`src/rtl/idct_transpose_buf_pkg.sv`:
```
// Shared IDCT constants and block address helpers, also used by the output collector.
package idct_transpose_buf_pkg;

    localparam int SAMPLE_W = 25;
    localparam int BLK_N    = 4;

    typedef logic [3:0] blk_addr_t;

    localparam logic BANK_FILLING = 1'b0;
    localparam logic BANK_FULL    = 1'b1;

    function automatic blk_addr_t rm_addr(input logic [1:0] row, input logic [1:0] col);
        return {row, col};
    endfunction

    // Element k of a column-major scan sits at row k[1:0], column k[3:2].
    function automatic blk_addr_t cm_addr(input blk_addr_t idx);
        return rm_addr(idx[1:0], idx[3:2]);
    endfunction

endpackage

```
`src/rtl/idct_transpose_buf_if.sv`:
```
// Row-pass input stream and column-pass output stream of the transpose buffer.
interface idct_transpose_buf_if
    import idct_transpose_buf_pkg::*;
#(
    parameter int WIDTH = SAMPLE_W
);
    logic                    in_valid;
    logic                    in_ready;
    logic signed [WIDTH-1:0] in_data;
    logic                    out_valid;
    logic                    out_ready;
    logic signed [WIDTH-1:0] out_data;
    logic                    out_last;

    modport master (
        output in_valid, in_data, out_ready,
        input  in_ready, out_valid, out_data, out_last
    );

    modport slave (
        input  in_valid, in_data, out_ready,
        output in_ready, out_valid, out_data, out_last
    );
endinterface

```
`src/rtl/idct_transpose_buf_tbuf_bank.sv`:
```
// One N*N sample bank: synchronous write, combinational read, cleared by reset.
module tbuf_bank #(
    parameter int WIDTH = 25,
    parameter int N     = 4
) (
    input  logic                        clk,
    input  logic                        reset,
    input  logic                        we,
    input  logic [$clog2(N*N)-1:0]      waddr,
    input  logic signed [WIDTH-1:0]     wdata,
    input  logic [$clog2(N*N)-1:0]      raddr,
    output logic signed [WIDTH-1:0]     rdata
);
    logic signed [WIDTH-1:0] mem_q [N*N];
    logic signed [WIDTH-1:0] mem_d [N*N];

    always_comb begin
        mem_d = mem_q;
        if (we) begin
            mem_d[waddr] = wdata;
        end
    end

    always_ff @(posedge clk) begin
        if (reset) begin
            for (int i = 0; i < N*N; i++) begin
                mem_q[i] <= '0;
            end
        end else begin
            mem_q <= mem_d;
        end
    end

    assign rdata = mem_q[raddr];
endmodule

```
`src/rtl/idct_transpose_buf.sv`:
```
// Ping-pong 4x4 transpose buffer: row-major samples in, column-major samples out.
module idct_transpose_buf
    import idct_transpose_buf_pkg::*;
#(
    parameter int WIDTH = SAMPLE_W,
    parameter int N     = BLK_N
) (
    input logic                 clk,
    input logic                 reset,
    idct_transpose_buf_if.slave bus
);
    logic [1:0] full_q, full_d;
    logic       wsel_q, wsel_d;
    logic       rsel_q, rsel_d;
    logic [3:0] wcnt_q, wcnt_d;
    logic [3:0] rcnt_q, rcnt_d;

    logic wr_fire, rd_fire, set_full, clr_full;
    logic signed [WIDTH-1:0] rdata [2];

    assign bus.in_ready  = (full_q[wsel_q] == BANK_FILLING);
    assign bus.out_valid = (full_q[rsel_q] == BANK_FULL);
    assign bus.out_last  = bus.out_valid && (rcnt_q == 4'd15);
    assign bus.out_data  = rsel_q ? rdata[1] : rdata[0];

    assign wr_fire  = bus.in_valid && bus.in_ready;
    assign rd_fire  = bus.out_valid && bus.out_ready;
    assign set_full = wr_fire && (wcnt_q == 4'd15);
    assign clr_full = rd_fire && (rcnt_q == 4'd15);

    for (genvar b = 0; b < 2; b++) begin : g_bank
        tbuf_bank #(
            .WIDTH (WIDTH),
            .N     (N)
        ) u_bank (
            .clk   (clk),
            .reset (reset),
            .we    (wr_fire && (wsel_q == 1'(b))),
            .waddr (rm_addr(wcnt_q[3:2], wcnt_q[1:0])),
            .wdata (bus.in_data),
            .raddr (cm_addr(rcnt_q)),
            .rdata (rdata[b])
        );
    end

    // Write and read sides touch different banks, so both flag updates can land together.
    always_comb begin
        full_d = full_q;
        wsel_d = wsel_q;
        rsel_d = rsel_q;
        wcnt_d = wcnt_q;
        rcnt_d = rcnt_q;
        if (wr_fire) begin
            wcnt_d = wcnt_q + 4'd1;
        end
        if (set_full) begin
            full_d[wsel_q] = BANK_FULL;
            wsel_d         = ~wsel_q;
        end
        if (rd_fire) begin
            rcnt_d = rcnt_q + 4'd1;
        end
        if (clr_full) begin
            full_d[rsel_q] = BANK_FILLING;
            rsel_d         = ~rsel_q;
        end
    end

    always_ff @(posedge clk) begin
        if (reset) begin
            full_q <= 2'b00;
            wsel_q <= 1'b0;
            rsel_q <= 1'b0;
            wcnt_q <= 4'd0;
            rcnt_q <= 4'd0;
        end else begin
            full_q <= full_d;
            wsel_q <= wsel_d;
            rsel_q <= rsel_d;
            wcnt_q <= wcnt_d;
            rcnt_q <= rcnt_d;
        end
    end

    always_ff @(posedge clk) begin
        if (!reset) begin
            assert (!(set_full && clr_full && (wsel_q == rsel_q)));
        end
    end
endmodule

```
`src/flat_wrapper.sv`:
```
// flat-port wrapper written by rule: the top's interface ports become plain ports
module idct_transpose_buf_flat import idct_transpose_buf_pkg::*;
#(
    parameter int WIDTH = SAMPLE_W,
    parameter int N     = BLK_N
)
  (clk, reset, bus_in_valid, bus_in_data, bus_out_ready, bus_in_ready, bus_out_valid, bus_out_data, bus_out_last);
  idct_transpose_buf_if #(.WIDTH(WIDTH)) bus_i ();
  input logic clk;
  input logic reset;
  input wire logic [$bits(bus_i.in_valid)-1:0] bus_in_valid;
  input wire logic [$bits(bus_i.in_data)-1:0] bus_in_data;
  input wire logic [$bits(bus_i.out_ready)-1:0] bus_out_ready;
  output wire logic [$bits(bus_i.in_ready)-1:0] bus_in_ready;
  output wire logic [$bits(bus_i.out_valid)-1:0] bus_out_valid;
  output wire logic [$bits(bus_i.out_data)-1:0] bus_out_data;
  output wire logic [$bits(bus_i.out_last)-1:0] bus_out_last;
  assign bus_i.in_valid = bus_in_valid;
  assign bus_i.in_data = bus_in_data;
  assign bus_i.out_ready = bus_out_ready;
  assign bus_in_ready = bus_i.in_ready;
  assign bus_out_valid = bus_i.out_valid;
  assign bus_out_data = bus_i.out_data;
  assign bus_out_last = bus_i.out_last;
  idct_transpose_buf #(.WIDTH(WIDTH), .N(N)) u_core (.clk(clk), .reset(reset), .bus(bus_i));
endmodule
```
`config.mk`:
```
export PLATFORM = sky130hd
export DESIGN_NAME = idct_transpose_buf_flat
export DESIGN_NICKNAME = d
export VERILOG_FILES = /design/src/rtl/idct_transpose_buf_pkg.sv /design/src/rtl/idct_transpose_buf_if.sv /design/src/rtl/idct_transpose_buf_tbuf_bank.sv /design/src/rtl/idct_transpose_buf.sv /design/src/flat_wrapper.sv
export SDC_FILE = /design/constraint.sdc
export NUM_CORES = 2
export LEC_CHECK = 0
export BUFFER_PORTS_ARGS = -buffer_cell sky130_fd_sc_hd__buf_2
export CAP_MARGIN = 0
export CELL_PAD_IN_SITES_DETAIL_PLACEMENT = 1
export CELL_PAD_IN_SITES_GLOBAL_PLACEMENT = 1
export CORE_MARGIN = 2
export CORE_UTILIZATION = 50
export CTS_CLUSTER_SIZE = 20
export DETAILED_ROUTE_END_ITERATION = 12
export GPL_TIMING_DRIVEN = 0
export HOLD_SLACK_MARGIN = 0.08
export PLACE_DENSITY_LB_ADDON = 0.1
export SETUP_SLACK_MARGIN = 0.4
export SLEW_MARGIN = 20
export SYNTH_ARGS = -nofsm -noshare
export SYNTH_HDL_FRONTEND = slang
export SYNTH_SLANG_ARGS = --single-unit
```
`constraint.sdc`:
```
create_clock -name clk -period 4.3 [get_ports clk]
set_input_delay 1.29 -clock clk [delete_from_list [all_inputs] [get_ports clk]]
set_output_delay 1.29 -clock clk [all_outputs]
set_load 0.03 [all_outputs]
```
==> metrics.yaml <==
cp-startpoint: "u_core.rcnt_q[2]"
htreeDepth: 3
async_reset_ff_share_pct: 0
synth-simple-area-share_pct: 19.81
coreArea_um2: 68710
muxShareOfSynthArea_pct: 14.22
fin_skew_ps: 28.47
cts_tree: "yes"
grt_pass1_wl_um: 230800
wl_um: 163500
hp-start: "u_core.g_bank[0].u_bank.mem_q[236]"
syn_area_um2: 34790
yosysMostFrequentCell: "nand2_1"
synth_compound_area_share_pct: 14.24
drtIter0Drc: 4473
switchingPower_w: 0.004051
drv_slew: 0
cts_made_buffers: 87
setup_viol: 0
gr-usage-all-layers_pct: 44.40
regArea_um2: 16260
worst-r2r-setup-slack_ps: 1600
fin_nets: 4414
worstHoldPathType: "flip-flop to flip-flop"
timing.final.crit_period_ps: 4253
routabilityCongestion: 0.9924
r2r_start: "u_core.wcnt_q[1]"
fmax_ghz: 0.2351
synth_common_cells: "1,636 x nand2_1, 832 x a21oi_1, 812 x dfxtp_1, 298 x clkbuf_1, 153 x mux4_2"
multiInputGateArea_um2: 18660
num_vias: 34560
synthCells: 4204
pre_cts_ws_ps: -603.7
postPlaceCellArea_um2: 36240
grt-ovfl-total: 0
ctsHoldBuffers: 0
synth_area_leaders: "dfxtp_1 47%, nand2_1 18%, a21oi_1 12%"
avgRoutedWirePerCell_um: 30.37
worstPathArrival_ps: 2960
dieArea_um2: 71700
clock_sinks: 812
rows: 96
postRouteAntennaNets: 0
finalHoldViolations: 0
hpwl_um: 110100
crit_buf_inv: 5
p_int_w: 0.01219
critical_path_class: "flip-flop to output pin"
cp_common_cell: "buf_12"
maxSlewHeadroom_pct: 12.63
postLayoutCoreUtil_pct: 61.20
clockRootBuffer: "clkbuf_16"
p_clk_share_pct: 47.9
p_total_w: 0.01624
p_per_area_nw_per_um2: 386.3
cts_max_path_buffers: 3
yosys.area_share.xor_xnor_pct: 0.1762
ys_types: 39
drive_gt1_share_pct: 16.10
ys.flop_type: "dfxtp_1"
cp_top_family: "buffers and inverters"
cp_slowest_cell: "a21oi_1"
p_sw_share_pct: 24.95
setup_ws_ps: 47.06
die_y_um: 267.8
seqPwrFrac_pct: 46.7
seq_area_frac_synth_pct: 46.73
syn_to_final_growth_pct: 20.87
rsz0062_at_grt: "true"
route.detailed.drc: 0
io_buffers: 55
synth_edf_count: 0
avgViaCountPerCell: 6.419
synth_top_family_by_area: "simple AND/OR/NAND/NOR gates"
antenna_found_initial: 10
critPathMaxFanout: 10
yosysTopAreaCellShare_pct: 46.73
die_w_um: 267.8
stdcell_area_um2: 42050
final_min_period_over_clock_period_pct: 98.91
cp-end-kind: "output pin"
synth_fp_nets: 4238
grt_pass1_vias: 34400
initial_core_util_pct: 50.63
cap_violations: 0
critPathMaxStageDelay_ps: 360
required_ps: 3010
synth-seq-cells: 812
io_pins: 57
crit_chain: "buf_12 -> buf_12 -> buf_16 -> buf_8 -> mux2i_2 -> o221ai_2 -> a21oi_1 -> a2bb2oi_4 -> buf_4"
status: "finished clean"
startpoint_type: "flip-flop"
peakVddDrop_v: 0.0002927
max_slew.worst_pin.slew_ps: 1311
p_leak_nw: 13.04
dr.pass1.iters: 6
yosys.area.top_type: "dfxtp_1"
clk_latency_ps: 680
avgSynthCellArea_um2: 8.274
power_frac_comb_pct: 5.4
synthAdderAreaFrac_pct: 0.1798
grt_start_max_net_pins: 14
cts.clk_slew.worst_paths_ps: 60
finalSetupTns_ps: 0
yosysWarnings: 0
nFillCells: 8074
## power groups by stage
stage	registers [W]	clock network (W)	logic (W)
after floorplan	0.00774	0	0.000371
after global placement	0.00775	0	0.000756
after detailed placement	0.00775	0	0.000767
after CTS	0.00758	0.00768	0.000811
after global routing	0.00758	0.00803	0.000877
final	0.00758	0.00778	0.000878
## cells in the final DEF (no fill, tap or decap), types with 13 or more instances in the layout
cell       count
a21oi_1      806
o221ai_4      21
clkinv_2      16
buf_2         69
mux4_2       153
a211o_1       18
mux2i_4       38
buf_12        17
buf_8         13
clkbuf_1     290
buf_4         40
dfxtp_1      809
nor2_1        43
buf_6         21
clkbuf_16     96
mux2i_1       70
or2_2         24
clkbuf_8      31
mux2i_2       33
a21oi_4       18
nand2_1     1636
## worst paths after layout
kind         cells past startpoint                            endpoint
max                              9                     bus_out_data[9]
min                              2  u_core.g_bank[0].u_bank.mem_q[236]
max reg2reg                      6  u_core.g_bank[1].u_bank.mem_q[210]
min reg2reg                      2  u_core.g_bank[0].u_bank.mem_q[236]
## worst register-to-register path, cell delays in order (launching register included)
cell	delay, ps
dfxtp_1	420
ha_1	320
nand4b_1	290
nor2_1	730
buf_1	520
nand2_1	160
a21oi_1	190
## layout make-up
type                       count  area share, %
multi-input combinational   3006          44.38
sequential                   812          38.67
clock buffer                 133          6.261
buffer                       384          5.407
tap                          931          2.771
timing repair buffer          87          1.902
clock inverter                24         0.5595
antenna                        5        0.02976
inverter                       2        0.01786
## metrics by stage
stage | cells | hold WS (ps)
finish | 5384 | 453.3
global route | 5381 | 469.5
CTS | 5365 | 453.1
detailed placement | 5191 | 444.7
global placement | 5190 | 438.5
floorplan | 4204 | 433.1
## registers in the layout, summed over array words and instances (netlist names)
name	count
u_core.rsel_q	1
u_core.full_q	2
u_core.rcnt_q	4
u_core.wcnt_q	4
u_core.g_bank.u_bank.mem_q	800
u_core.wsel_q	1
## cell families after synthesis
group	after synthesis
multiplexers	302
buffers and inverters	386
AO/OA/AOI/OAI	929
adder cells (fa/ha/maj)	5
XOR/XNOR	7
flip-flops	812
AND/OR/NAND/NOR	1763
## layer usage
metal,routed length [um],part of all wire [%],track usage [%],up-vias
met3,19960,12,12.07,572
met4,12110,7.4,28.08,6
li1,-,-,-,14480
met2,70160,43,66.34,2193
met5,44,0.027,0,-
met1,61210,37,57.03,17310
## repair_timing
action / in CTS / in global routing
resized for setup: 424 / 97
endpoints found under the hold margin: 0 / 0
endpoints found under the setup margin: 26 / 26
pin swaps: 21 / 22
gates cloned: 1 / 7
buffers inserted: 16 / 7
Power figures use the tool's default switching activity.
